--- config.mk ---
export PLATFORM = sky130hd
export DESIGN_NAME = aes_key_expander_flat
export DESIGN_NICKNAME = d
export VERILOG_FILES = /design/src/rtl/aes_key_expander_pkg.sv /design/src/rtl/aes_key_expander_if.sv /design/src/rtl/aes_key_expander_step.sv /design/src/rtl/aes_sbox.sv /design/src/rtl/aes_key_expander.sv /design/src/flat_wrapper.sv
export SDC_FILE = /design/constraint.sdc
export NUM_CORES = 2
export LEC_CHECK = 0
export CAP_MARGIN = 20
export CORE_ASPECT_RATIO = 0.6
export CORE_MARGIN = 2
export CORE_UTILIZATION = 42
export CTS_BUF_LIST = sky130_fd_sc_hd__clkbuf_8
export DETAILED_ROUTE_END_ITERATION = 16
export PLACE_DENSITY = 0.58
export REMOVE_ABC_BUFFERS = 1
export SKIP_CTS_REPAIR_TIMING = 1
export SLEW_MARGIN = 0
export SYNTH_ARGS = -nofsm -noshare
export SYNTH_HDL_FRONTEND = slang
export SYNTH_HIERARCHICAL = 1
export SYNTH_SLANG_ARGS = --single-unit
--- constraint.sdc ---
create_clock -name clk -period 9.83 [get_ports clk]
set_clock_uncertainty 0.1 [all_clocks]
set_input_delay 1.4745 -clock clk [delete_from_list [all_inputs] [get_ports clk]]
set_output_delay 1.4745 -clock clk [all_outputs]
set_load 0.05 [all_outputs]
--- src/rtl/aes_key_expander_pkg.sv ---
// Shared constants and types for the AES key-schedule engine.
package aes_pkg;

    // Round constants, one per expansion step.
    localparam logic [7:0] RCON [0:9] = '{
        8'h01, 8'h02, 8'h04, 8'h08, 8'h10,
        8'h20, 8'h40, 8'h80, 8'h1b, 8'h36
    };

    // Key-length selector as sampled with start.
    localparam logic AES128 = 1'b0;
    localparam logic AES256 = 1'b1;

    // Largest meaningful number of round keys per mode.
    localparam int MAX_KEYS_128 = 11;
    localparam int MAX_KEYS_256 = 15;

    typedef enum logic [1:0] {
        IDLE,
        EMIT_A,
        EMIT_B
    } state_t;

endpackage

--- src/rtl/aes_key_expander_if.sv ---
// Job request and round-key stream between the key extractor, the
// expander and the round-key register bank.
interface aes_key_expander_if #(
    parameter int IDX_W = 4
);
    logic             start;
    logic             abort;
    logic             mode;
    logic [255:0]     key_in;
    logic             ready;
    logic             busy;
    logic             rk_valid;
    logic             rk_ready;
    logic [127:0]     rk_data;
    logic [IDX_W-1:0] rk_index;
    logic             rk_last;

    // Requester / consumer side.
    modport master (
        output start, abort, mode, key_in, rk_ready,
        input  ready, busy, rk_valid, rk_data, rk_index, rk_last
    );

    // Expander side.
    modport slave (
        input  start, abort, mode, key_in, rk_ready,
        output ready, busy, rk_valid, rk_data, rk_index, rk_last
    );
endinterface

--- src/rtl/aes_key_expander_step.sv ---
// One key-schedule step: step128 for AES-128, the full step256 for AES-256.
// Word w0 of each 128-bit block sits in bits [127:96].
module aes_key_step
    import aes_pkg::*;
(
    input  logic         mode,
    input  logic [127:0] a,
    input  logic [127:0] b,
    input  logic [7:0]   rcon,
    output logic [127:0] new_a,
    output logic [127:0] new_b
);
    logic [31:0] w3_last;
    logic [31:0] sub_rot;
    logic [31:0] sub_new;
    logic [31:0] t;

    // The most recently produced block is A in AES-128 and B in AES-256.
    assign w3_last = (mode == AES256) ? b[31:0] : a[31:0];

    aes_sbox u_sbox (
        .lane1_in  ({w3_last[23:0], w3_last[31:24]}),
        .lane1_out (sub_rot),
        .lane2_in  (new_a[31:0]),
        .lane2_out (sub_new)
    );

    assign t = sub_rot ^ {rcon, 24'h0};

    // Prefix-XOR of the old words, each folded with t.
    assign new_a[127:96] = a[127:96] ^ t;
    assign new_a[95:64]  = new_a[127:96] ^ a[95:64];
    assign new_a[63:32]  = new_a[95:64]  ^ a[63:32];
    assign new_a[31:0]   = new_a[63:32]  ^ a[31:0];

    // Second half: SubWord of the new w3, no rotation and no rcon.
    assign new_b[127:96] = b[127:96] ^ sub_new;
    assign new_b[95:64]  = new_b[127:96] ^ b[95:64];
    assign new_b[63:32]  = new_b[95:64]  ^ b[63:32];
    assign new_b[31:0]   = new_b[63:32]  ^ b[31:0];

endmodule

--- src/rtl/aes_sbox.sv ---
// Two independent AES S-box lanes, four bytes each, purely combinational.
module aes_sbox (
    input  logic [31:0] lane1_in,
    input  logic [31:0] lane2_in,
    output logic [31:0] lane1_out,
    output logic [31:0] lane2_out
);
    // Element 0 is the leftmost byte of the first row.
    localparam logic [0:255][7:0] SBOX = {
        128'h637c777bf26b6fc53001672bfed7ab76, 128'hca82c97dfa5947f0add4a2af9ca472c0,
        128'hb7fd9326363ff7cc34a5e5f171d83115, 128'h04c723c31896059a071280e2eb27b275,
        128'h09832c1a1b6e5aa0523bd6b329e32f84, 128'h53d100ed20fcb15b6acbbe394a4c58cf,
        128'hd0efaafb434d338545f9027f503c9fa8, 128'h51a3408f929d38f5bcb6da2110fff3d2,
        128'hcd0c13ec5f974417c4a77e3d645d1973, 128'h60814fdc222a908846eeb814de5e0bdb,
        128'he0323a0a4906245cc2d3ac629195e479, 128'he7c8376d8dd54ea96c56f4ea657aae08,
        128'hba78252e1ca6b4c6e8dd741f4bbd8b8a, 128'h703eb5664803f60e613557b986c11d9e,
        128'he1f8981169d98e949b1e87e9ce5528df, 128'h8ca1890dbfe6426841992d0fb054bb16
    };

    // One table lookup per byte of each lane.
    for (genvar i = 0; i < 4; i++) begin : g_byte
        assign lane1_out[8*i +: 8] = SBOX[lane1_in[8*i +: 8]];
        assign lane2_out[8*i +: 8] = SBOX[lane2_in[8*i +: 8]];
    end

endmodule

--- src/rtl/aes_key_expander.sv ---
// Sequential AES-128/AES-256 key-schedule engine emitting one 128-bit round
// key per cycle on a valid/ready stream.
module aes_key_expander
    import aes_pkg::*;
#(
    parameter int NUM_KEYS = 10,
    parameter int IDX_W    = 4
) (
    input  logic                clk,
    input  logic                rst,
    aes_key_expander_if.slave   bus
);
    localparam int CNT_128 = (NUM_KEYS < MAX_KEYS_128) ? NUM_KEYS : MAX_KEYS_128;
    localparam logic [IDX_W-1:0] LAST_128 = IDX_W'(CNT_128 - 1);
    localparam logic [IDX_W-1:0] LAST_256 = IDX_W'(NUM_KEYS - 1);

    state_t           state, state_nxt;
    logic [127:0]     a_q, b_q;
    logic [127:0]     new_a, new_b;
    logic             mode_q;
    logic [3:0]       ptr_q;
    logic [IDX_W-1:0] idx_q;
    logic             rk_valid;
    logic             hs;
    logic             at_last;
    logic             load;
    logic             step;

    assign rk_valid = (state != IDLE);
    assign hs       = rk_valid & bus.rk_ready;
    assign at_last  = (idx_q == ((mode_q == AES256) ? LAST_256 : LAST_128));

    aes_key_step u_step (
        .mode  (mode_q),
        .a     (a_q),
        .b     (b_q),
        .rcon  (RCON[ptr_q]),
        .new_a (new_a),
        .new_b (new_b)
    );

    // State register.
    // NOTE: sequential state is written with non-blocking assignments so every
    // flop samples pre-edge values regardless of process ordering.
    always_ff @(posedge clk or posedge rst) begin
        if (rst) state <= IDLE;
        else     state <= state_nxt;
    end

    // Next-state decode plus load/step strobes for the datapath.
    // NOTE: every output of this block gets a default first so no path can
    // leave a signal unassigned and infer a latch.
    always_comb begin
        state_nxt = state;
        load      = 1'b0;
        step      = 1'b0;
        case (state)
            IDLE: begin
                if (bus.start) begin
                    load      = 1'b1;
                    state_nxt = EMIT_A;
                end
            end
            EMIT_A: begin
                if (bus.abort) begin
                    state_nxt = IDLE;
                end else if (hs) begin
                    if (at_last)               state_nxt = IDLE;
                    else if (mode_q == AES256) state_nxt = EMIT_B;
                    else                       step      = 1'b1;
                end
            end
            EMIT_B: begin
                if (bus.abort) begin
                    state_nxt = IDLE;
                end else if (hs) begin
                    if (at_last) begin
                        state_nxt = IDLE;
                    end else begin
                        step      = 1'b1;
                        state_nxt = EMIT_A;
                    end
                end
            end
            default: state_nxt = IDLE;
        endcase
    end

    // Key block registers, rcon pointer and key index.
    // NOTE: the key registers are reset because rk_data is driven straight from
    // them and must read zero out of reset.
    always_ff @(posedge clk or posedge rst) begin
        if (rst) begin
            a_q    <= '0;
            b_q    <= '0;
            mode_q <= AES128;
            ptr_q  <= '0;
            idx_q  <= '0;
        end else if (load) begin
            a_q    <= bus.key_in[255:128];
            b_q    <= bus.key_in[127:0];
            mode_q <= bus.mode;
            ptr_q  <= '0;
            idx_q  <= '0;
        end else begin
            if (hs && !bus.abort) idx_q <= idx_q + 1'b1;
            if (step) begin
                a_q   <= new_a;
                ptr_q <= ptr_q + 1'b1;
                if (mode_q == AES256) b_q <= new_b;
            end
        end
    end

    // Outputs come from registers or the state decode only, never from rk_ready.
    assign bus.ready    = (state == IDLE);
    assign bus.busy     = rk_valid;
    assign bus.rk_valid = rk_valid;
    assign bus.rk_data  = (state == EMIT_B) ? b_q : a_q;
    assign bus.rk_index = idx_q;
    assign bus.rk_last  = rk_valid & at_last;

endmodule

--- src/flat_wrapper.sv ---
// flat-port wrapper written by rule: the top's interface ports become plain ports
module aes_key_expander_flat import aes_pkg::*;
#(
    parameter int NUM_KEYS = 10,
    parameter int IDX_W    = 4
)
  (clk, rst, bus_start, bus_abort, bus_mode, bus_key_in, bus_rk_ready, bus_ready, bus_busy, bus_rk_valid, bus_rk_data, bus_rk_index, bus_rk_last);
  aes_key_expander_if #(.IDX_W(IDX_W)) bus_i ();
  input  logic clk;
  input  logic rst;
  input wire logic [$bits(bus_i.start)-1:0] bus_start;
  input wire logic [$bits(bus_i.abort)-1:0] bus_abort;
  input wire logic [$bits(bus_i.mode)-1:0] bus_mode;
  input wire logic [$bits(bus_i.key_in)-1:0] bus_key_in;
  input wire logic [$bits(bus_i.rk_ready)-1:0] bus_rk_ready;
  output wire logic [$bits(bus_i.ready)-1:0] bus_ready;
  output wire logic [$bits(bus_i.busy)-1:0] bus_busy;
  output wire logic [$bits(bus_i.rk_valid)-1:0] bus_rk_valid;
  output wire logic [$bits(bus_i.rk_data)-1:0] bus_rk_data;
  output wire logic [$bits(bus_i.rk_index)-1:0] bus_rk_index;
  output wire logic [$bits(bus_i.rk_last)-1:0] bus_rk_last;
  assign bus_i.start = bus_start;
  assign bus_i.abort = bus_abort;
  assign bus_i.mode = bus_mode;
  assign bus_i.key_in = bus_key_in;
  assign bus_i.rk_ready = bus_rk_ready;
  assign bus_ready = bus_i.ready;
  assign bus_busy = bus_i.busy;
  assign bus_rk_valid = bus_i.rk_valid;
  assign bus_rk_data = bus_i.rk_data;
  assign bus_rk_index = bus_i.rk_index;
  assign bus_rk_last = bus_i.rk_last;
  aes_key_expander #(.NUM_KEYS(NUM_KEYS), .IDX_W(IDX_W)) u_core (.clk(clk), .rst(rst), .bus(bus_i));
endmodule
==> summary.txt <==
Final layout
  – Fin util: approximately 48%
  – # fillers: about 11,000
  – Area grow syn2layout: 13.5%
  – Share of cells above drive strength 1: between 10% and 20%
  – NumNets Final: 6,677

Timing
  – Slew headroom: approximately a quarter
  – Setup violators final: 0
  – RSZ-0062 raised after global routing: no
  – Fin. Hold Viols: 0
  – Period utilization: 92.3%
  – Fmax: about 110 MHz
  – Total negative slack: 0 ns
  – Final Max Tran Viols: 0
  – Min Tclk post-route: between 9 and 10 ns
  – Setup WS post-layout: 0.753 ns
  – Least-Margin Pin Slew: 1.12 ns

Floorplan
  – Core area: ~100,000 sq um
  – Die X: 419 um
  – Ports: about 400
  – Die Y: ~250 um
  – # rows: 91
  – Die Area: roughly 110,000 sq um
  – Starting density of the core: 42.4%

Drt
  – Antenna Nets Post-Route: 0
  – DR DRC count: 0
  – Routed WL per cell: roughly 29 um
  – Initial drt markers: around 10,000
  – DRT Wirelength: ~220,000 um
  – Vias per cell: a little under 7
  – Vias: 53,400
  – TritonRoute pass-1 iters: 10

Min path
  – Hold Crit Class: register to register

Placement
  – Number of buffers added on ports: between 300 and 400
  – Hpwl dp: ~160,000 um
  – Setup Slack @ Placement: 1.21 ns
  – Final Wtd Congestion: 1.10

Synthesis
  – Post-synthesis sequential area ratio: roughly 15%
  – Post-synth ARST share: between 90% and 100%
  – Area share of the largest cell type after synthesis: approximately 15%
  – Post-Syn Instances: 6,313
  – Post-synth top area cell: dfrtp_1
  – FF+latch count, synth: 267
  – Post-synth cell types: around 90
  – Netlist Area Pre-Place: about 43,000 sq um
  – Post-synth top cells: 928 x a21oi_1, 645 x nand2_1, 584 x nor2_1, 419 x o21ai_0, 369 x clkbuf_1
  – Post-synth EDFFs: 0
  – Syn avg cell area: 6.89 sq um
  – Yosys warns: 6
  – Synth top area cells: dfrtp_1 15%, a21oi_1 11%, nand2_1 5.6%
  – Most frequent cell after synthesis: a21oi_1
  – Prevailing post-synth register cell: dfrtp_1

Global routing
  – GR Util met3: 16.8%
  – Met2 Use GR: around 50%
  – Met1 GRT Util: roughly three fifths
  – Grt total ovfl: 0
  – Initial antenna violation count: 8
  – Vias in the first global route: 47,700
  – GRT Max-Usage Layer: met1
  – Global-route wire length before repair: between 300,000 and 400,000 um
  – Largest net degree at the start of global routing: 150
  – Total global-route track usage: 39.5%

Critical path
  – Worst stage delay on the critical path: approximately 0.9 ns
  – CP dominant cell by count: a311oi_1
  – Largest delay share family, worst path: compound AO/OA/AOI/OAI gates
  – CP endpoint kind: register
  – Worst Path Max Fanout: 23
  – Worst EP arrival: 9.63 ns
  – Critical path buffers and inverters: 4
  – Worst Setup Start Kind: register
  – WP data required: just over 10 ns
  – WS Path Type: register to register
  – Slowest CP cell: dfrtp_2

Clock network
  – Max H-tree Level: 2
  – TritonCTS clock tree: yes
  – Clock sink count: about 270
  – Worst-path clk slew: around 0.07 ns
  – Bufs on Longest Clock Path: 3
  – Root Driver: clkbuf_8
  – Clock latency on the worst-skew pair: about 0.76 ns
  – TritonCTS buffer count: 48

Flow run
  – Total of max-cap violations: 0

Status
  – Outcome: completed
per-layer routing:
| metal | routed length (um) | share of wire, % | vias up |
|---|---|---|---|
| met5 | 89 | 0.040 | - |
| met4 | 6510 | 2.9 | 10 |
| met1 | 97900 | 44 | 25600 |
| met3 | 36000 | 16 | 530 |
| met2 | 81000 | 37 | 4166 |
| li1 | - | - | 23000 |
path summary, 6_finish.rpt:
check / cells after the start / slack (ns) / to / from
worst min register to register: 1 / 0.45 / u_core/bus.rk_index[2]$_DFFE_PP0P_ / u_core/bus.rk_index[2]$_DFFE_PP0P_
max in group asynchronous: 3 / 7.02 / u_core/a_q[88]$_DFFE_PP0P_ / rst
worst max register to register: 27 / 0.75 / u_core/b_q[0]$_DFFE_PP0P_ / u_core/mode_q$_DFFE_PP0P_
worst min-delay path: 1 / 0.45 / u_core/bus.rk_index[2]$_DFFE_PP0P_ / u_core/bus.rk_index[2]$_DFFE_PP0P_
min in group asynchronous: 2 / 1.17 / u_core/a_q[46]$_DFFE_PP0P_ / rst
worst max-delay path: 27 / 0.75 / u_core/b_q[0]$_DFFE_PP0P_ / u_core/mode_q$_DFFE_PP0P_
cells in the final DEF (no fill, tap or decap), types with 125 or more instances in the layout:
master	Yosys	final
nor3_1	163	163
ha_1	132	131
o211ai_1	136	136
nor2b_1	125	125
a21oi_1	928	928
clkdlybuf4s50_1	0	397
o21ai_0	419	419
nand3_1	190	190
nor2_1	584	584
mux2_2	182	178
nand2_1	645	644
xor2_1	194	171
dfrtp_1	267	266
buf_4	6	199
xnor2_1	159	152
nand2b_1	172	172
stage by stage:
stage | hold WS (ns) | area (sq um) | instances
after floorplan | 0.417 | 40400 | 5621
final | 0.445 | 49400 | 7712
after CTS | 0.440 | 49400 | 7710
after global placement | 0.434 | 48400 | 7628
after global routing | 0.474 | 49400 | 7711
after detailed placement | 0.424 | 48400 | 7628
cell families after synthesis:
family          share of synthesized area, %
compound gates                          34.3
simple gates                            22.9
buf+inv                                 7.91
xor+xnor                                7.20
mux                                     8.52
flops                                   15.4
fa+ha+maj                               3.80
area by class of cell:
class,instances,area [sq um],share of cell area [%]
inverters,93,357,0.722
clock inverters,24,196,0.398
multi-input cells,5261,33800,68.5
repair buffers,612,5790,11.7
clock buffers,58,798,1.62
flip-flops and latches,267,6680,13.5
diodes,2,5.00,0.0101
well taps,1395,1750,3.54
registers in the layout (all words and copies together), names as in the netlist:
| signal | cells |
|---|---|
| u_core/b_q | 128 |
| u_core/bus.rk_index | 4 |
| u_core/a_q | 128 |
| u_core/ptr_q | 4 |
| u_core/mode_q | 1 |
| u_core/state | 2 |
worst reg2reg max path, cell delays in order, from the launching register on:
cell	delay [ns]
dfrtp_2	0.91
mux2_2	0.47
inv_1	0.34
ha_1	0.78
and2_0	0.25
nor3_1	0.05
o21a_1	0.18
o21ai_0	0.56
a31oi_1	0.20
a32oi_1	0.36
buf_4	0.22
xor2_1	0.26
xnor2_1	0.23
xor2_2	0.20
clkinv_1	0.13
ha_1	0.70
and3b_1	0.35
a2111oi_0	0.37
a311oi_1	0.12
a311oi_1	0.38
a311oi_1	0.09
a311oi_1	0.59
buf_4	0.24
xor2_1	0.30
xnor2_1	0.21
xor2_1	0.18
a21oi_1	0.09
a21oi_1	0.18
Power is left out: the tool's default activity adds up to more than one toggle a clock period on the data nets, which glitch-free logic cannot reach.
